**src/rtl/hop_sequencer.sv**
```systemverilog
// Carrier-bin hop sequencer: sweeps or walks a hop table, dwelling
// a programmed number of clocks per bin with an optional silent gap.
module hop_sequencer #(
    parameter int TABLE_DEPTH = 16,
    parameter int CNT_W       = 24
) (
    input  logic             CLK,
    input  logic             reset_trigger,
    input  logic             cfg_we,
    input  logic [4:0]       cfg_addr,
    input  logic [CNT_W-1:0] cfg_wdata,
    input  logic             start,
    input  logic             stop,
    output logic [6:0]       bin_sel,
    output logic             tx_en,
    output logic             busy,
    output logic             hop_strobe,
    output logic             done,
    output logic             cfg_err
);

    localparam int IW = (TABLE_DEPTH > 1) ? $clog2(TABLE_DEPTH) : 1;
    localparam logic [4:0] DEPTH5 = 5'(TABLE_DEPTH);

    typedef enum logic [1:0] {
        IDLE,
        LOAD,
        DWELL,
        GAP
    } state_t;

    state_t state_q, state_d;

    logic [1:0]       mode_q;
    logic [6:0]       lo_q;
    logic [6:0]       hi_q;
    logic [CNT_W-1:0] dwell_q;
    logic [CNT_W-1:0] gap_q;
    logic [4:0]       len_q;
    logic [6:0]       tbl_q [TABLE_DEPTH];
    logic             err_q;

    logic [6:0]       pos_q, pos_d;
    logic [6:0]       bin_q, bin_d;
    logic [CNT_W-1:0] cnt_q, cnt_d;
    logic             hop_q, hop_d;
    logic             done_q, done_d;

    logic             tbl_mode;
    logic             loop_en;
    logic [4:0]       len_eff;
    logic [4:0]       last_idx;
    logic             is_last;
    logic [6:0]       first_pos;
    logic [6:0]       step_pos;
    logic [6:0]       adv_pos;
    logic [6:0]       first_bin;
    logic [6:0]       adv_bin;
    logic [CNT_W-1:0] dwell_ld;
    logic             advance;

    assign busy = (state_q != IDLE);

    always_ff @(posedge CLK or posedge reset_trigger) begin
        if (reset_trigger) begin
            mode_q  <= '0;
            lo_q    <= '0;
            hi_q    <= '0;
            dwell_q <= '0;
            gap_q   <= '0;
            len_q   <= '0;
            err_q   <= 1'b0;
            for (int i = 0; i < TABLE_DEPTH; i++) begin
                tbl_q[i] <= '0;
            end
        end else begin
            err_q <= cfg_we && busy;
            if (cfg_we && !busy) begin
                case (cfg_addr)
                    5'd0: mode_q  <= cfg_wdata[1:0];
                    5'd1: lo_q    <= cfg_wdata[6:0];
                    5'd2: hi_q    <= cfg_wdata[6:0];
                    5'd3: dwell_q <= cfg_wdata;
                    5'd4: gap_q   <= cfg_wdata;
                    5'd5: len_q   <= cfg_wdata[4:0];
                    default: begin
                        if (cfg_addr[4] &&
                            ({1'b0, cfg_addr[3:0]} < DEPTH5)) begin
                            tbl_q[cfg_addr[IW-1:0]] <= cfg_wdata[6:0];
                        end
                    end
                endcase
            end
        end
    end

    assign tbl_mode = mode_q[0];
    assign loop_en  = mode_q[1];

    // Zero length means one entry; oversize lengths clamp to the table.
    assign len_eff  = (len_q == 5'd0) ? 5'd1 :
                      (len_q > DEPTH5) ? DEPTH5 : len_q;
    assign last_idx = len_eff - 5'd1;

    assign is_last   = tbl_mode ? (pos_q == {2'b00, last_idx})
                                : (pos_q == hi_q);
    assign first_pos = tbl_mode ? 7'd0 : lo_q;
    assign step_pos  = (tbl_mode || (lo_q <= hi_q)) ? pos_q + 7'd1
                                                     : pos_q - 7'd1;
    assign adv_pos   = is_last ? first_pos : step_pos;
    assign first_bin = tbl_mode ? tbl_q[first_pos[IW-1:0]] : first_pos;
    assign adv_bin   = tbl_mode ? tbl_q[adv_pos[IW-1:0]] : adv_pos;
    assign dwell_ld  = (dwell_q == '0) ? '0 : dwell_q - CNT_W'(1);

    always_comb begin
        state_d = state_q;
        pos_d   = pos_q;
        bin_d   = bin_q;
        cnt_d   = cnt_q;
        hop_d   = 1'b0;
        done_d  = 1'b0;
        advance = 1'b0;

        case (state_q)
            IDLE: begin
                if (start && !stop) begin
                    state_d = LOAD;
                end
            end
            LOAD: begin
                pos_d   = first_pos;
                bin_d   = first_bin;
                hop_d   = 1'b1;
                cnt_d   = dwell_ld;
                state_d = DWELL;
            end
            DWELL: begin
                if (cnt_q != '0) begin
                    cnt_d = cnt_q - CNT_W'(1);
                end else if (gap_q != '0) begin
                    cnt_d   = gap_q - CNT_W'(1);
                    state_d = GAP;
                end else begin
                    advance = 1'b1;
                end
            end
            GAP: begin
                if (cnt_q != '0) begin
                    cnt_d = cnt_q - CNT_W'(1);
                end else begin
                    advance = 1'b1;
                end
            end
            default: state_d = IDLE;
        endcase

        if (advance) begin
            if (is_last && !loop_en) begin
                state_d = IDLE;
                done_d  = 1'b1;
            end else begin
                pos_d   = adv_pos;
                bin_d   = adv_bin;
                hop_d   = 1'b1;
                cnt_d   = dwell_ld;
                state_d = DWELL;
            end
        end

        // Abort wins over everything, including a same-cycle start.
        if (stop && (state_q != IDLE)) begin
            state_d = IDLE;
            pos_d   = pos_q;
            bin_d   = bin_q;
            hop_d   = 1'b0;
            done_d  = 1'b0;
        end
    end

    always_ff @(posedge CLK or posedge reset_trigger) begin
        if (reset_trigger) begin
            state_q <= IDLE;
            pos_q   <= '0;
            bin_q   <= '0;
            cnt_q   <= '0;
            hop_q   <= 1'b0;
            done_q  <= 1'b0;
        end else begin
            state_q <= state_d;
            pos_q   <= pos_d;
            bin_q   <= bin_d;
            cnt_q   <= cnt_d;
            hop_q   <= hop_d;
            done_q  <= done_d;
        end
    end

    assign bin_sel    = bin_q;
    assign tx_en      = (state_q == DWELL);
    assign hop_strobe = hop_q;
    assign done       = done_q;
    assign cfg_err    = err_q;

endmodule

```
**config.mk**
```make
export PLATFORM = sky130hd
export DESIGN_NAME = hop_sequencer
export DESIGN_NICKNAME = d
export VERILOG_FILES = /design/src/rtl/hop_sequencer.sv
export SDC_FILE = /design/constraint.sdc
export NUM_CORES = 1
export LEC_CHECK = 0
export CAP_MARGIN = 20
export CORE_MARGIN = 5
export CORE_UTILIZATION = 62
export DETAILED_ROUTE_END_ITERATION = 12
export GPL_TIMING_DRIVEN = 0
export PLACE_DENSITY_LB_ADDON = 0.15
export SYNTH_ARGS = -nofsm -noshare
export SYNTH_HDL_FRONTEND = slang
export SYNTH_SLANG_ARGS = --single-unit
```
**constraint.sdc**
```tcl
create_clock -name CLK -period 9.3 [get_ports CLK]
set_input_delay 0.93 -clock CLK [delete_from_list [all_inputs] [get_ports CLK]]
set_output_delay 0.93 -clock CLK [all_outputs]
set_load 0.005 [all_outputs]
```
==> flow_metrics.py <==
metrics = {
    "sta": {
        "setup_viol": 0,
        "finalClockSkew_ns": 0.01894,
        "hold_violations": 0,
        "worstMarginPinSlew_ns": 1.136,
        "final.setup.worst_slack_ns": 4.464,
        "holdWs_ns": 0.5044,
        "timing.final.crit_share_pct": 52.00,
        "fin_crit_ns": 4.836,
        "rsz0062_at_grt": "false",
        "fmax_mhz": 206.8,
        "slew_headroom_pct": 23.58,
        "final_max_slew_viol_count": 0,
    },
    "synthesis": {
        "synth_largest_area_cell": "dfrtp_1",
        "synth_edf_count": 0,
        "syn_area_per_cell_um2": 10.29,
        "ys.flop_type": "dfrtp_1",
        "netlist_area_um2": 12900,
        "synth_top_area_share_pct": 43.47,
        "synthArstFlopShare_pct": 100.0,
        "yosysWarnings": 0,
        "syn_nets": 1310,
        "synth_seq_area_share_pct": 43.47,
        "yosys.cell_types.count": 82,
        "synth-seq-cells": 224,
        "synth_cells": 1253,
        "ys_top_cells_by_area": "dfrtp_1 43%, mux2_2 16%, nand2_1 2.9%",
    },
    "pwr": {
        "total_leakage_power_uw": 0.006375,
        "p_sw_uw": 2679,
        "power_frac_clock_pct": 18.6,
        "power.density_nw_per_um2": 398.5,
        "pwr-share-comb_pct": 53.9,
        "p_int_uw": 3146,
        "ir_worst_vdd_mv": 0.2550,
        "swShare_pct": 45.99,
        "seqPwrFrac_pct": 27.5,
    },
    "worst_setup_path": {
        "reg2reg_from": "len_q[2]",
        "r2r_slack_ns": 4.46,
        "crit_top_cell": "a31oi_1",
        "cp-start-kind": "flip-flop",
        "cpMaxStageDelayCell": "a21boi_1",
        "end_kind": "flip-flop",
        "required_ns": 9.71,
        "rr_worst_depth": 13,
        "critPathMaxStageDelay_ns": 0.68,
        "r2r-end": "bin_sel[6]",
        "crit_chain": "nor3_1 > o21bai_1 > ha_1 > and2_1 > o21a_1 > a2111oi_2 > nand4_1 > a21boi_1 > buf_2 > clkbuf_1 > nand3_1 > a31oi_1 > a31oi_1",
        "critPathArrivalTime_ns": 5.24,
        "critPathKind": "flip-flop to flip-flop",
        "crit_fanout": 10,
        "cp_num_buf_inv": 2,
        "path_delay_family": "compound AO/OA/AOI/OAI gates",
    },
    "clock_tree": {
        "htree_levels": 1,
        "clk_path_buf_depth": 3,
        "numCtsBuffers": 25,
        "cts_tree": "built",
        "clkLatencyLatePin_ns": 0.55,
        "clk_pin_slew_ns": 0.06,
        "numClockSinks": 224,
        "cts_setup_buffers": 0,
        "ctsResizeCount": 0,
        "holdBufCountCts": 0,
        "cts_root_buf": "clkbuf_16",
    },
    "global_routing": {
        "grt_usage_pct": 32.45,
        "overflow": 0,
        "grt_pass1_vias": 10550,
        "antenna_found_initial": 0,
        "grt_max_degree": 127,
        "grt_pass1_wl_mm": 60.62,
    },
    "place": {
        "port_buffers": 43,
        "dp_hpwl_mm": 28.05,
        "pre_cts_slack_ns": 4.603,
        "place.gp.congestion": 0.9659,
    },
    "routing": {
        "drt_first_pass_iters": 6,
        "routedWlPerCell_um": 24.50,
        "ant_nets": 0,
        "drt_iter0_markers": 1251,
        "vias": 10880,
        "drc": 0,
        "avgViaCountPerCell": 6.735,
        "wl_mm": 39.57,
    },
    "final_layout": {
        "syn_to_final_growth_pct": 13.34,
        "n_antenna_cell": 0,
        "fin_nets": 1383,
        "register_area_um2": 5605,
        "final.fill_count": 1526,
        "drive_gt1_share_pct": 19.85,
        "multiInputGateArea_um2": 6863,
    },
    "die": {
        "rows": 52,
        "die_x_um": 154.2,
        "dieArea_um2": 23780,
        "start_util_pct": 63.33,
        "io_pins": 46,
        "die_y_um": 154.2,
        "core_area_um2": 20360,
    },
    "min_path": {
        "min_from": "tbl_q[91]",
        "min_path_cells": 1,
        "hold_class": "flip-flop to flip-flop",
        "worstHoldEndpoint": "tbl_q[91]",
    },
    "job": {
        "maxCapViolCount": 0,
    },
    "outcome": {
        "status": "finished clean",
    },
}
==> cell families after synthesis <==
group	count (synthesis)	synth area share, %
muxes	212	18.50
buffers and inverters	101	3.318
AOI/OAI and AO/OA	265	13.87
adders and majority gates	23	2.290
DFF	224	43.47
and+or+nand+nor	363	14.14
xor gates and xnor gates	65	4.414
==> metal layers <==
metal / track usage [%] / wire length (µm)
met5: 0 / 0
met4: 8.495 / 1056
met3: 11.26 / 5107
met2: 47.38 / 16830
met1: 46.57 / 16580
==> how the worst max path moves through the flow <==
| stage | startpoint | endpoint | slack [ns] | cells past startpoint |
|---|---|---|---|---|
| CTS | len_q[2] | bin_sel[6] | 4.56 | 13 |
| global placement | reset_trigger | hi_q[1] | -0.65 | 2 |
| detailed placement | mode_q[0] | bin_sel[0] | 4.60 | 16 |
| finish | len_q[2] | bin_sel[6] | 4.46 | 13 |
| floorplan | reset_trigger | bin_sel[0] | 2.24 | 1 |
| global route | len_q[2] | bin_sel[6] | 4.24 | 13 |
==> layout make-up <==
cell class                 count  share of cell area, %
tap                          270                  2.311
timing repair buffer          46                  3.236
clock inverter                12                  1.387
buffer                        68                  2.080
inverter                      33                 0.8988
clock buffer                  34                  4.785
sequential                   224                  38.35
multi-input combinational    928                  46.95
==> stage by stage <==
stage	utilization, %	std cells	power, µW	instance area [µm²]	TNS (ns)
2_1_floorplan	-	1253	3643	12900	0
3_3_place_gp	67.10	1566	4513	13660	-140.68
3_5_place_dp	67.34	1569	4583	13710	0
4_1_cts	71.77	1615	5696	14620	0
5_1_grt	71.77	1615	6078	14620	0
6_report	71.77	1615	5824	14620	0
==> placed cells by master (no fill, tap or decap), types with 9 or more instances in the layout <==
| cell | n |
|---|---|
| a32oi_1 | 9 |
| nor2b_1 | 11 |
| o22ai_1 | 14 |
| nor3_1 | 35 |
| mux2i_1 | 28 |
| xnor2_1 | 36 |
| clkbuf_1 | 53 |
| nand2b_1 | 10 |
| a211oi_1 | 22 |
| mux2_2 | 181 |
| clkbuf_16 | 25 |
| clkdlybuf4s50_1 | 43 |
| nand2_1 | 99 |
| ha_1 | 22 |
| nor2_1 | 84 |
| nor4_1 | 18 |
| o211ai_1 | 9 |
| a31oi_1 | 10 |
| a22oi_1 | 23 |
| a21oi_1 | 57 |
| nand3_1 | 25 |
| o21ai_0 | 53 |
| buf_2 | 15 |
| inv_1 | 30 |
| nand3b_1 | 12 |
| nand4_1 | 13 |
| dfrtp_1 | 224 |
| or3_1 | 19 |
| xor2_1 | 29 |
==> registers in the layout (all words and copies together), names as in the netlist, 7 cells and up <==
register and cells:
bin_sel 7, cnt_q 24, tbl_q 112, dwell_q 24, pos_q 7, gap_q 24
hi_q 7, lo_q 7
==> Yosys cell counts (all sizes together), types with 25 or more instances <==
| cell | instances |
|---|---|
| inv | 32 |
| mux2i | 28 |
| o21ai | 56 |
| dfrtp | 224 |
| xor2 | 29 |
| nor2 | 85 |
| nand3 | 25 |
| nand2 | 99 |
| mux2 | 181 |
| a21oi | 59 |
| xnor2 | 36 |
| nor3 | 37 |
| clkbuf | 48 |
==> power by group through the flow <==
stage / combinational (µW) / clock [µW] / sequential (µW)
after floorplan: 2140 / 0 / 1500
after global placement: 2930 / 0 / 1580
after detailed placement: 2980 / 0 / 1600
after CTS: 3020 / 1090 / 1580
after global routing: 3310 / 1140 / 1630
final: 3140 / 1080 / 1600
(Power assumes the default switching activity.)
